<file path="config.mk">
export PLATFORM = sky130hd
export DESIGN_NAME = t_junction_phase_scheduler
export DESIGN_NICKNAME = d
export VERILOG_FILES = /design/src/rtl/t_junction_phase_scheduler.sv
export SDC_FILE = /design/constraint.sdc
export NUM_CORES = 1
export LEC_CHECK = 0
export CORE_UTILIZATION = 48
export CTS_CLUSTER_DIAMETER = 120
export CTS_CLUSTER_SIZE = 8
export DETAILED_ROUTE_END_ITERATION = 10
export PLACE_DENSITY_LB_ADDON = 0.2
export SKIP_CTS_REPAIR_TIMING = 1
export SLEW_MARGIN = 5
export SYNTH_ARGS = -nofsm -noshare
export SYNTH_HDL_FRONTEND = slang
export SYNTH_SLANG_ARGS = --single-unit
export TNS_END_PERCENT = 5
</file>
<file path="constraint.sdc">
create_clock -name clk -period 3.1 [get_ports clk]
set_input_delay 0.31 -clock clk [delete_from_list [all_inputs] [get_ports clk]]
set_output_delay 0.31 -clock clk [all_outputs]
set_load 0.005 [all_outputs]
</file>
<file path="src/rtl/t_junction_phase_scheduler.sv">
// Demand-actuated round-robin phase scheduler for the T-junction signal heads.
// Define PED_CROSS_EN to add the pedestrian walk phase (ped_req / walk ports).
module t_junction_phase_scheduler #(
  parameter int CNT_W       = 4,
  parameter int T_MIN_GREEN = 4,
  parameter int T_MAX_GREEN = 10,
  parameter int T_YELLOW    = 2,
  parameter int T_ALLRED    = 1,
  parameter int T_WALK      = 5
) (
  input  logic             clk,
  input  logic             rst,
  input  logic             veh_M,
  input  logic             veh_MT,
  input  logic             veh_S,
`ifdef PED_CROSS_EN
  input  logic             ped_req,
  output logic             walk,
`endif
  output logic [2:0]       light_M1,
  output logic [2:0]       light_M2,
  output logic [2:0]       light_MT,
  output logic [2:0]       light_S,
  output logic [CNT_W-1:0] count,
  output logic [2:0]       ps,
  output logic [1:0]       phase
);

  typedef enum logic [2:0] {
    S_ALLRED = 3'd0,
    S_GREEN  = 3'd1,
    S_YELLOW = 3'd2,
    S_WALK   = 3'd3
  } state_t;

  typedef enum logic [1:0] {
    P0 = 2'd0,
    P1 = 2'd1,
    P2 = 2'd2,
    PW = 2'd3
  } phase_t;

  localparam logic [2:0] RED = 3'b100;
  localparam logic [2:0] YEL = 3'b010;
  localparam logic [2:0] GRN = 3'b001;

`ifdef PED_CROSS_EN
  localparam int N_PHASES = 4;
`else
  localparam int N_PHASES = 3;
`endif

  localparam logic [CNT_W-1:0] C_ALLRED = CNT_W'(T_ALLRED - 1);
  localparam logic [CNT_W-1:0] C_YELLOW = CNT_W'(T_YELLOW - 1);
  localparam logic [CNT_W-1:0] C_WALK   = CNT_W'(T_WALK - 1);
  localparam logic [CNT_W-1:0] C_MING   = CNT_W'(T_MIN_GREEN - 1);
  localparam logic [CNT_W-1:0] C_MAXG   = CNT_W'(T_MAX_GREEN - 1);

  state_t           r_state;
  phase_t           r_phase;
  logic [CNT_W-1:0] r_count;
  logic             r_demMT;
  logic             r_demS;
  logic             r_fresh;
  logic [2:0]       r_lightM1;
  logic [2:0]       r_lightM2;
  logic [2:0]       r_lightMT;
  logic [2:0]       r_lightS;

  state_t           w_nextState;
  phase_t           w_nextPhase;
  phase_t           w_rrPhase;
  logic [3:0]       w_pending;
  logic             w_demP;
  logic             w_ownSensor;
  logic             w_otherDemand;
  logic             w_greenExit;
  logic             w_enterService;
  logic             w_demMTNext;
  logic             w_demSNext;
  logic [CNT_W-1:0] w_countNext;
  logic [2:0]       w_head;
  logic [2:0]       w_lightM1Next;
  logic [2:0]       w_lightM2Next;
  logic [2:0]       w_lightMTNext;
  logic [2:0]       w_lightSNext;

`ifdef PED_CROSS_EN
  logic r_demP;
  logic r_walk;
  logic w_demPNext;
  assign w_demP = r_demP;
  assign walk   = r_walk;
`else
  assign w_demP = 1'b0;
`endif

  // First phase after cur (in round-robin order) with pending demand; P0 is always pending.
  function automatic phase_t rrNext(input phase_t cur, input logic [3:0] pend);
    phase_t     sel;
    logic [1:0] idx;
    sel = P0;
    for (int k = N_PHASES; k >= 1; k--) begin
      idx = 2'((int'(cur) + k) % N_PHASES);
      if (pend[idx]) sel = phase_t'(idx);
    end
    return sel;
  endfunction

  assign w_pending = {w_demP, r_demS, r_demMT, 1'b1};
  assign w_rrPhase = r_fresh ? P0 : rrNext(r_phase, w_pending);

  always_comb begin
    w_ownSensor = 1'b0;
    case (r_phase)
      P0:      w_ownSensor = veh_M;
      P1:      w_ownSensor = veh_MT;
      P2:      w_ownSensor = veh_S;
      default: w_ownSensor = 1'b0;
    endcase
  end

  assign w_otherDemand = (r_phase == P0) ? (r_demMT | r_demS | w_demP) : 1'b1;
  assign w_greenExit   = (r_count >= C_MING) && w_otherDemand &&
                         (!w_ownSensor || (r_count == C_MAXG));

  always_comb begin
    w_nextState = r_state;
    w_nextPhase = r_phase;
    case (r_state)
      S_ALLRED: begin
        if (r_count == C_ALLRED) begin
          w_nextPhase = w_rrPhase;
          w_nextState = (w_rrPhase == PW) ? S_WALK : S_GREEN;
        end
      end
      S_GREEN:  if (w_greenExit) w_nextState = S_YELLOW;
      S_YELLOW: if (r_count == C_YELLOW) w_nextState = S_ALLRED;
      S_WALK:   if (r_count == C_WALK) w_nextState = S_ALLRED;
      default:  w_nextState = S_ALLRED;
    endcase
  end

  assign w_enterService = (r_state == S_ALLRED) && (w_nextState != S_ALLRED);

  // A latch ignores its own sensor while served; clearing on service entry beats a same-edge set.
  always_comb begin
    w_demMTNext = r_demMT | (veh_MT && !(r_state == S_GREEN && r_phase == P1));
    w_demSNext  = r_demS  | (veh_S  && !(r_state == S_GREEN && r_phase == P2));
    if (w_enterService && w_nextPhase == P1) w_demMTNext = 1'b0;
    if (w_enterService && w_nextPhase == P2) w_demSNext  = 1'b0;
  end

`ifdef PED_CROSS_EN
  always_comb begin
    w_demPNext = r_demP | (ped_req && (r_state != S_WALK));
    if (w_enterService && w_nextPhase == PW) w_demPNext = 1'b0;
  end
`endif

  always_comb begin
    if (w_nextState != r_state) begin
      w_countNext = '0;
    end else if (r_state == S_GREEN && r_count == C_MAXG) begin
      w_countNext = r_count;
    end else begin
      w_countNext = r_count + 1'b1;
    end
  end

  // Head colours are computed for the state being entered so they register with ps.
  always_comb begin
    w_lightM1Next = RED;
    w_lightM2Next = RED;
    w_lightMTNext = RED;
    w_lightSNext  = RED;
    w_head        = (w_nextState == S_GREEN) ? GRN : YEL;
    if (w_nextState == S_GREEN || w_nextState == S_YELLOW) begin
      case (w_nextPhase)
        P0: begin
          w_lightM1Next = w_head;
          w_lightM2Next = w_head;
        end
        P1: begin
          w_lightM1Next = w_head;
          w_lightMTNext = w_head;
        end
        P2:      w_lightSNext = w_head;
        default: ;
      endcase
    end
  end

  always_ff @(posedge clk) begin
    if (rst) begin
      r_state   <= S_ALLRED;
      r_phase   <= P0;
      r_count   <= '0;
      r_demMT   <= 1'b0;
      r_demS    <= 1'b0;
      r_fresh   <= 1'b1;
      r_lightM1 <= RED;
      r_lightM2 <= RED;
      r_lightMT <= RED;
      r_lightS  <= RED;
`ifdef PED_CROSS_EN
      r_demP    <= 1'b0;
      r_walk    <= 1'b0;
`endif
    end else begin
      r_state   <= w_nextState;
      r_phase   <= w_nextPhase;
      r_count   <= w_countNext;
      r_demMT   <= w_demMTNext;
      r_demS    <= w_demSNext;
      r_lightM1 <= w_lightM1Next;
      r_lightM2 <= w_lightM2Next;
      r_lightMT <= w_lightMTNext;
      r_lightS  <= w_lightSNext;
      if (w_nextState != S_ALLRED) r_fresh <= 1'b0;
`ifdef PED_CROSS_EN
      r_demP    <= w_demPNext;
      r_walk    <= (w_nextState == S_WALK);
`endif
    end
  end

  assign ps       = r_state;
  assign phase    = r_phase;
  assign count    = r_count;
  assign light_M1 = r_lightM1;
  assign light_M2 = r_lightM2;
  assign light_MT = r_lightMT;
  assign light_S  = r_lightS;

endmodule
</file>
==> results.json, run 1 <==
{
  "nets": 154,
  "critPathCapture": "light_M2[1]",
  "startpoint": "phase[1]",
  "cts_sinks": 24,
  "cp_max_fo": 8,
  "setup_viol": 0,
  "crit_chain": "inv_1 > ha_1 > a222oi_1 > or3_1 > a32oi_1 > nor3_1 > and3_1",
  "crit_cells": 7,
  "io_pins": 26,
  "period_share_pct": 80.87,
  "avgSynthCellArea_sq_um": 9.509,
  "insertion_delay_ps": 310,
  "crit_type": "reg -> reg",
  "antenna_found_initial": 0,
  "synth_area_leader_cell": "dfxtp_1",
  "syn_inst": 115,
  "tightest_slew_ps": 768.2,
  "grt_max_degree": 15,
  "grt_overflow": 0,
  "synth_nets": 127,
  "yosysMostFrequentCell": "dfxtp_1",
  "layout_setup_ws_ps": 592.9,
  "routed-via-count": 948,
  "r2r_slack_ps": 590,
  "gp_congestion": 0.8153,
  "routedWlPerCell_um": 13.67,
  "seq_power_share_pct": 52.7,
  "ys_seq_elements": 24,
  "slowest_delay_ps": 680,
  "dp_slack_ps": 682.5,
  "synth_ff_type": "dfxtp_1",
  "syn_to_final_growth_pct": 29.52,
  "syn_area_sq_um": 1094,
  "ys_types": 38,
  "drtIter0Drc": 22,
  "hpwl_mm": 1.656,
  "crit_buf_inv": 1,
  "grt_pass1_wl_mm": 3.988,
  "pwr-share-comb_pct": 11.3,
  "period_needed_ps": 2507,
  "max_freq_ghz": 0.3989,
  "p_sw_uw": 138.3,
  "r2r-start": "phase[1]",
  "min_path_type": "reg -> reg",
  "yosysWarnings": 0,
  "power.share.clock_pct": 36.0,
  "maxCapViolations": 0,
  "seq_area_frac_synth_pct": 43.94,
  "die_w_um": 49.73,
  "totalPowerFinal_uw": 626.5,
  "die_area_sq_um": 2473,
  "coreArea_sq_um": 2042,
  "hold_viol_final": 0,
  "worst_path_max_delay_cell": "nor3_1",
  "io_buffer_count": 25,
  "grtUsageTotal_pct": 21.45,
  "via_per_inst": 5.643,
  "drc": 0,
  "clk_pin_slew_ps": 130,
  "ir_drop_uv": 380.8,
  "clk_path_buf_depth": 2,
  "initial_core_util_pct": 53.55,
  "cts-root-buf": "clkbuf_4",
  "r2r-end": "light_M2[1]",
  "powerDensity_nw_per_um2": 442.3,
  "critPathTopFamily": "simple AND/OR/NAND/NOR gates",
  "rr_worst_depth": 7,
  "arrival_ps": 2770,
  "relSlewSlack_pct": 48.39,
  "sw_frac_of_total_pct": 22.08,
  "setup_tns_ps": 0,
  "async_flop_share_pct": 0,
  "rsz0062_at_grt": "no",
  "leakage_nw": 0.5550,
  "die_y_um": 49.73,
  "crit_path_start_kind": "register",
  "report.final.slew_viol_count": 0,
  "utilization_pct": 69.36,
  "clock_skew_ps": 4.425,
  "drive_gt1_share_pct": 7.801,
  "status": "finished, final reports clean",
  "synth.top_cell.area_share_pct": 43.94,
  "rows": 16,
  "cp_data_required_time_ps": 3360,
  "cts_tree": "yes",
  "intPower_uw": 488.1,
  "synthTopCellsByCount": "24 x dfxtp_1, 9 x nor2_1, 8 x nor3_1",
  "wirelength_mm": 2.296,
  "dr.pass1.iters": 4,
  "endpoint_kind": "register",
  "ys_top_cells_by_area": "dfxtp_1 44%, ha_1 8.0%, and3_1 4.0%",
  "hold_depth": 1,
  "grt_pass1_vias": 870,
  "n_antenna_cell": 0,
  "synth_edf_count": 0,
  "ant_nets": 0,
  "cts.htree.levels": 1,
  "cts_made_buffers": 3
}
==> sequential cells by signal, summed over array words and instances (netlist names) <==
signal / count
light_S: 3
r_demMT: 1
r_fresh: 1
count: 4
r_demS: 1
phase: 2
ps: 3
light_M2: 3
light_M1: 3
light_MT: 3
==> worst register-to-register path, cell delays in order (launching register included) <==
cell and delay, ps:
dfxtp_1 450, inv_1 90, ha_1 240, a222oi_1 340, or3_1 210, a32oi_1 180, nor3_1 690, and3_1 270
==> worst min-delay path by stage <==
stage	end	from	slack [ps]
global route	r_demMT	r_demMT	590
CTS	r_demMT	r_demMT	560
global placement	r_demMT	r_demMT	530
finish	r_demMT	r_demMT	560
floorplan	r_demMT	r_demMT	490
detailed placement	r_demMT	r_demMT	540
==> power by group through the flow <==
stage                     Clock (mW)  Combinational, mW  Sequential [mW]
final                          0.226             0.0709            0.330
after global routing           0.247             0.0783            0.332
after CTS                      0.230             0.0709            0.330
after detailed placement           0             0.0696            0.337
after global placement             0             0.0684            0.336
after floorplan                    0             0.0414            0.335
==> layer usage <==
metal  vias up  wire (um)  track usage, %
met5         -          0               0
met4         0         27           10.48
met3         4        103           5.864
met2        23       1059           32.66
met1       453       1105           27.72
li1        468          -               -
==> metrics by stage <==
step	hold WS, ps	cell area [sq um]	std cells
floorplan	485.0	1094	115
global placement	533.8	1364	164
detailed placement	536.9	1364	164
CTS	556.5	1416	168
global route	592.5	1416	168
finish	563.2	1416	168
==> kinds of logic after synthesis <==
group	after synthesis	synth area share, %
xor+xnor	3	2.403
fa+ha+maj	7	8.009
buf+inv	8	2.975
simple gates	47	24.37
mux	2	1.945
compound gates	23	16.02
flops	24	43.94
other cells	1	0.3429
==> placed cells by master (no fill, tap or decap), types with 2 or more instances in the layout <==
cell / netlist / routed
a21oi_1: 6 / 6
a31o_2: 2 / 2
a32oi_1: 2 / 2
and2_1: 3 / 3
and3_1: 7 / 7
clkbuf_4: 0 / 3
clkdlybuf4s50_1: 0 / 25
dfxtp_1: 24 / 24
ha_1: 7 / 7
inv_1: 5 / 5
nand2_1: 7 / 7
nand3_1: 3 / 3
nor2_1: 9 / 9
nor3_1: 8 / 8
o211ai_1: 3 / 3
or3_1: 2 / 2
xnor2_1: 3 / 3
==> cell type report <==
type	instances	area (sq um)
Multi-Input combinational cell	83	580.6
Clock inverter	1	30.03
Sequential cell	24	480.5
Fill cell	183	625.6
Timing Repair Buffer	25	250.2
Clock buffer	3	22.52
Inverter	5	18.77
Tap cell	27	33.78
Note: power is estimated with default switching activity, not from simulation.
==> run 2: changes to the inputs <==
clock period = 2.6 ns   (was 3.1 ns; I/O delays follow)
==> results.json, run 2 (synthesis results as in run 1) <==
{
  "crit_type": "reg -> reg",
  "clk_pin_slew_ps": 130,
  "seq_power_share_pct": 52.8,
  "ir_drop_uv": 626.7,
  "sw_frac_of_total_pct": 21.93,
  "crit_path_start_kind": "register",
  "grtUsageTotal_pct": 20.63,
  "die_w_um": 49.73,
  "arrival_ps": 2590,
  "leakage_nw": 0.5553,
  "routed-via-count": 936,
  "rsz0062_at_grt": "no",
  "n_antenna_cell": 0,
  "clock_skew_ps": 8.845,
  "clk_path_buf_depth": 2,
  "drc": 0,
  "intPower_uw": 582.1,
  "setup_tns_ps": 0,
  "layout_common_cells": "25 x clkdlybuf4s50_1, 24 x dfxtp_1, 9 x nor2_1",
  "drtIter0Drc": 13,
  "setup_viol": 0,
  "status": "finished, final reports clean",
  "cp_max_fo": 9,
  "wirelength_mm": 2.339,
  "die_y_um": 49.73,
  "fillCellCount": 176,
  "power.share.clock_pct": 35.7,
  "rows": 16,
  "io_buffer_count": 25,
  "initial_core_util_pct": 53.55,
  "totalPowerFinal_uw": 745.6,
  "dpl_cell_area_sq_um": 1364,
  "die_area_sq_um": 2473,
  "utilization_pct": 69.61,
  "cts_made_buffers": 3,
  "report.final.slew_viol_count": 0,
  "min_path_type": "reg -> reg",
  "dp_slack_ps": 226.6,
  "io_pins": 26,
  "antenna_found_initial": 0,
  "period_needed_ps": 2390,
  "via_per_inst": 5.571,
  "cp_data_required_time_ps": 2800,
  "grt_pass1_wl_mm": 3.870,
  "gp_congestion": 0.7901,
  "endpoint_kind": "register",
  "drive_gt1_share_pct": 8.511,
  "layout_setup_ws_ps": 210.2,
  "powerDensity_nw_per_um2": 524.6,
  "p_sw_uw": 163.5,
  "cts-root-buf": "clkbuf_4",
  "dr.pass1.iters": 4,
  "cts_tree": "yes",
  "ant_nets": 0,
  "insertion_delay_ps": 310,
  "period_share_pct": 91.92,
  "largest_reg_flops": 4,
  "nets": 154,
  "layout_commonest_cell": "clkdlybuf4s50_1",
  "routedWlPerCell_um": 13.92,
  "grt_overflow": 0,
  "cts.htree.levels": 1,
  "hold_ws_ps": 582.5,
  "final_area_sq_um": 1421,
  "syn_to_final_growth_pct": 29.98,
  "coreArea_sq_um": 2042,
  "maxCapViolations": 0,
  "max_freq_ghz": 0.4184,
  "hpwl_mm": 1.705,
  "grt_max_degree": 15,
  "dp_cells": 164,
  "fin_cells": 168,
  "hold_viol_final": 0,
  "grt_pass1_vias": 932,
  "cts_sinks": 24,
  "pwr-share-comb_pct": 11.5
}
[run 2: cell types whose count changed in the layout (fill, tap and decap cells not counted)]
cell	previous run	this run
nor3_1	8	7
nor3_2	0	1
[run 2: metal layers]
layer  wire (um)  vias up  global-route usage, %
met4          27        0                  10.00
met1        1056      432                  23.57
li1            -      469                      -
met2        1135       31                  34.68
met3         119        4                  6.173
met5           0        -                      0
[run 2: path summary, 6_finish.rpt]
path	start	to	slack, ps	cells past startpoint
setup / recovery	count[0]	light_M1[2]	210	7
hold reg to reg	r_demS	r_demS	580	2
hold / removal	r_demS	r_demS	580	2
setup reg to reg	count[0]	light_M1[2]	210	7
[run 2: power groups by stage]
| stage | Clock [mW] | Combinational (mW) | Sequential [mW] |
|---|---|---|---|
| final | 0.266 | 0.0857 | 0.394 |
| after global routing | 0.291 | 0.0939 | 0.396 |
| after CTS | 0.273 | 0.0857 | 0.393 |
| after detailed placement | 0 | 0.0845 | 0.402 |
| after global placement | 0 | 0.0825 | 0.401 |
| after floorplan | 0 | 0.0494 | 0.400 |
[run 2: critical path: stages, from the launching register on]
cell     delay [ps]
dfxtp_1         370
inv_1           100
ha_1            190
or3b_1          360
or4_1           560
nand2_1         210
nor3b_4         360
o21ai_0         140
[run 2: layout make-up]
cell class,count,area [sq um],share of cell area [%]
Clock buffer,3,22.52,1.585
Multi-Input combinational cell,83,585.6,41.20
Timing Repair Buffer,25,250.2,17.61
Tap cell,27,33.78,2.377
Inverter,5,18.77,1.320
Sequential cell,24,480.5,33.80
Clock inverter,1,30.03,2.113
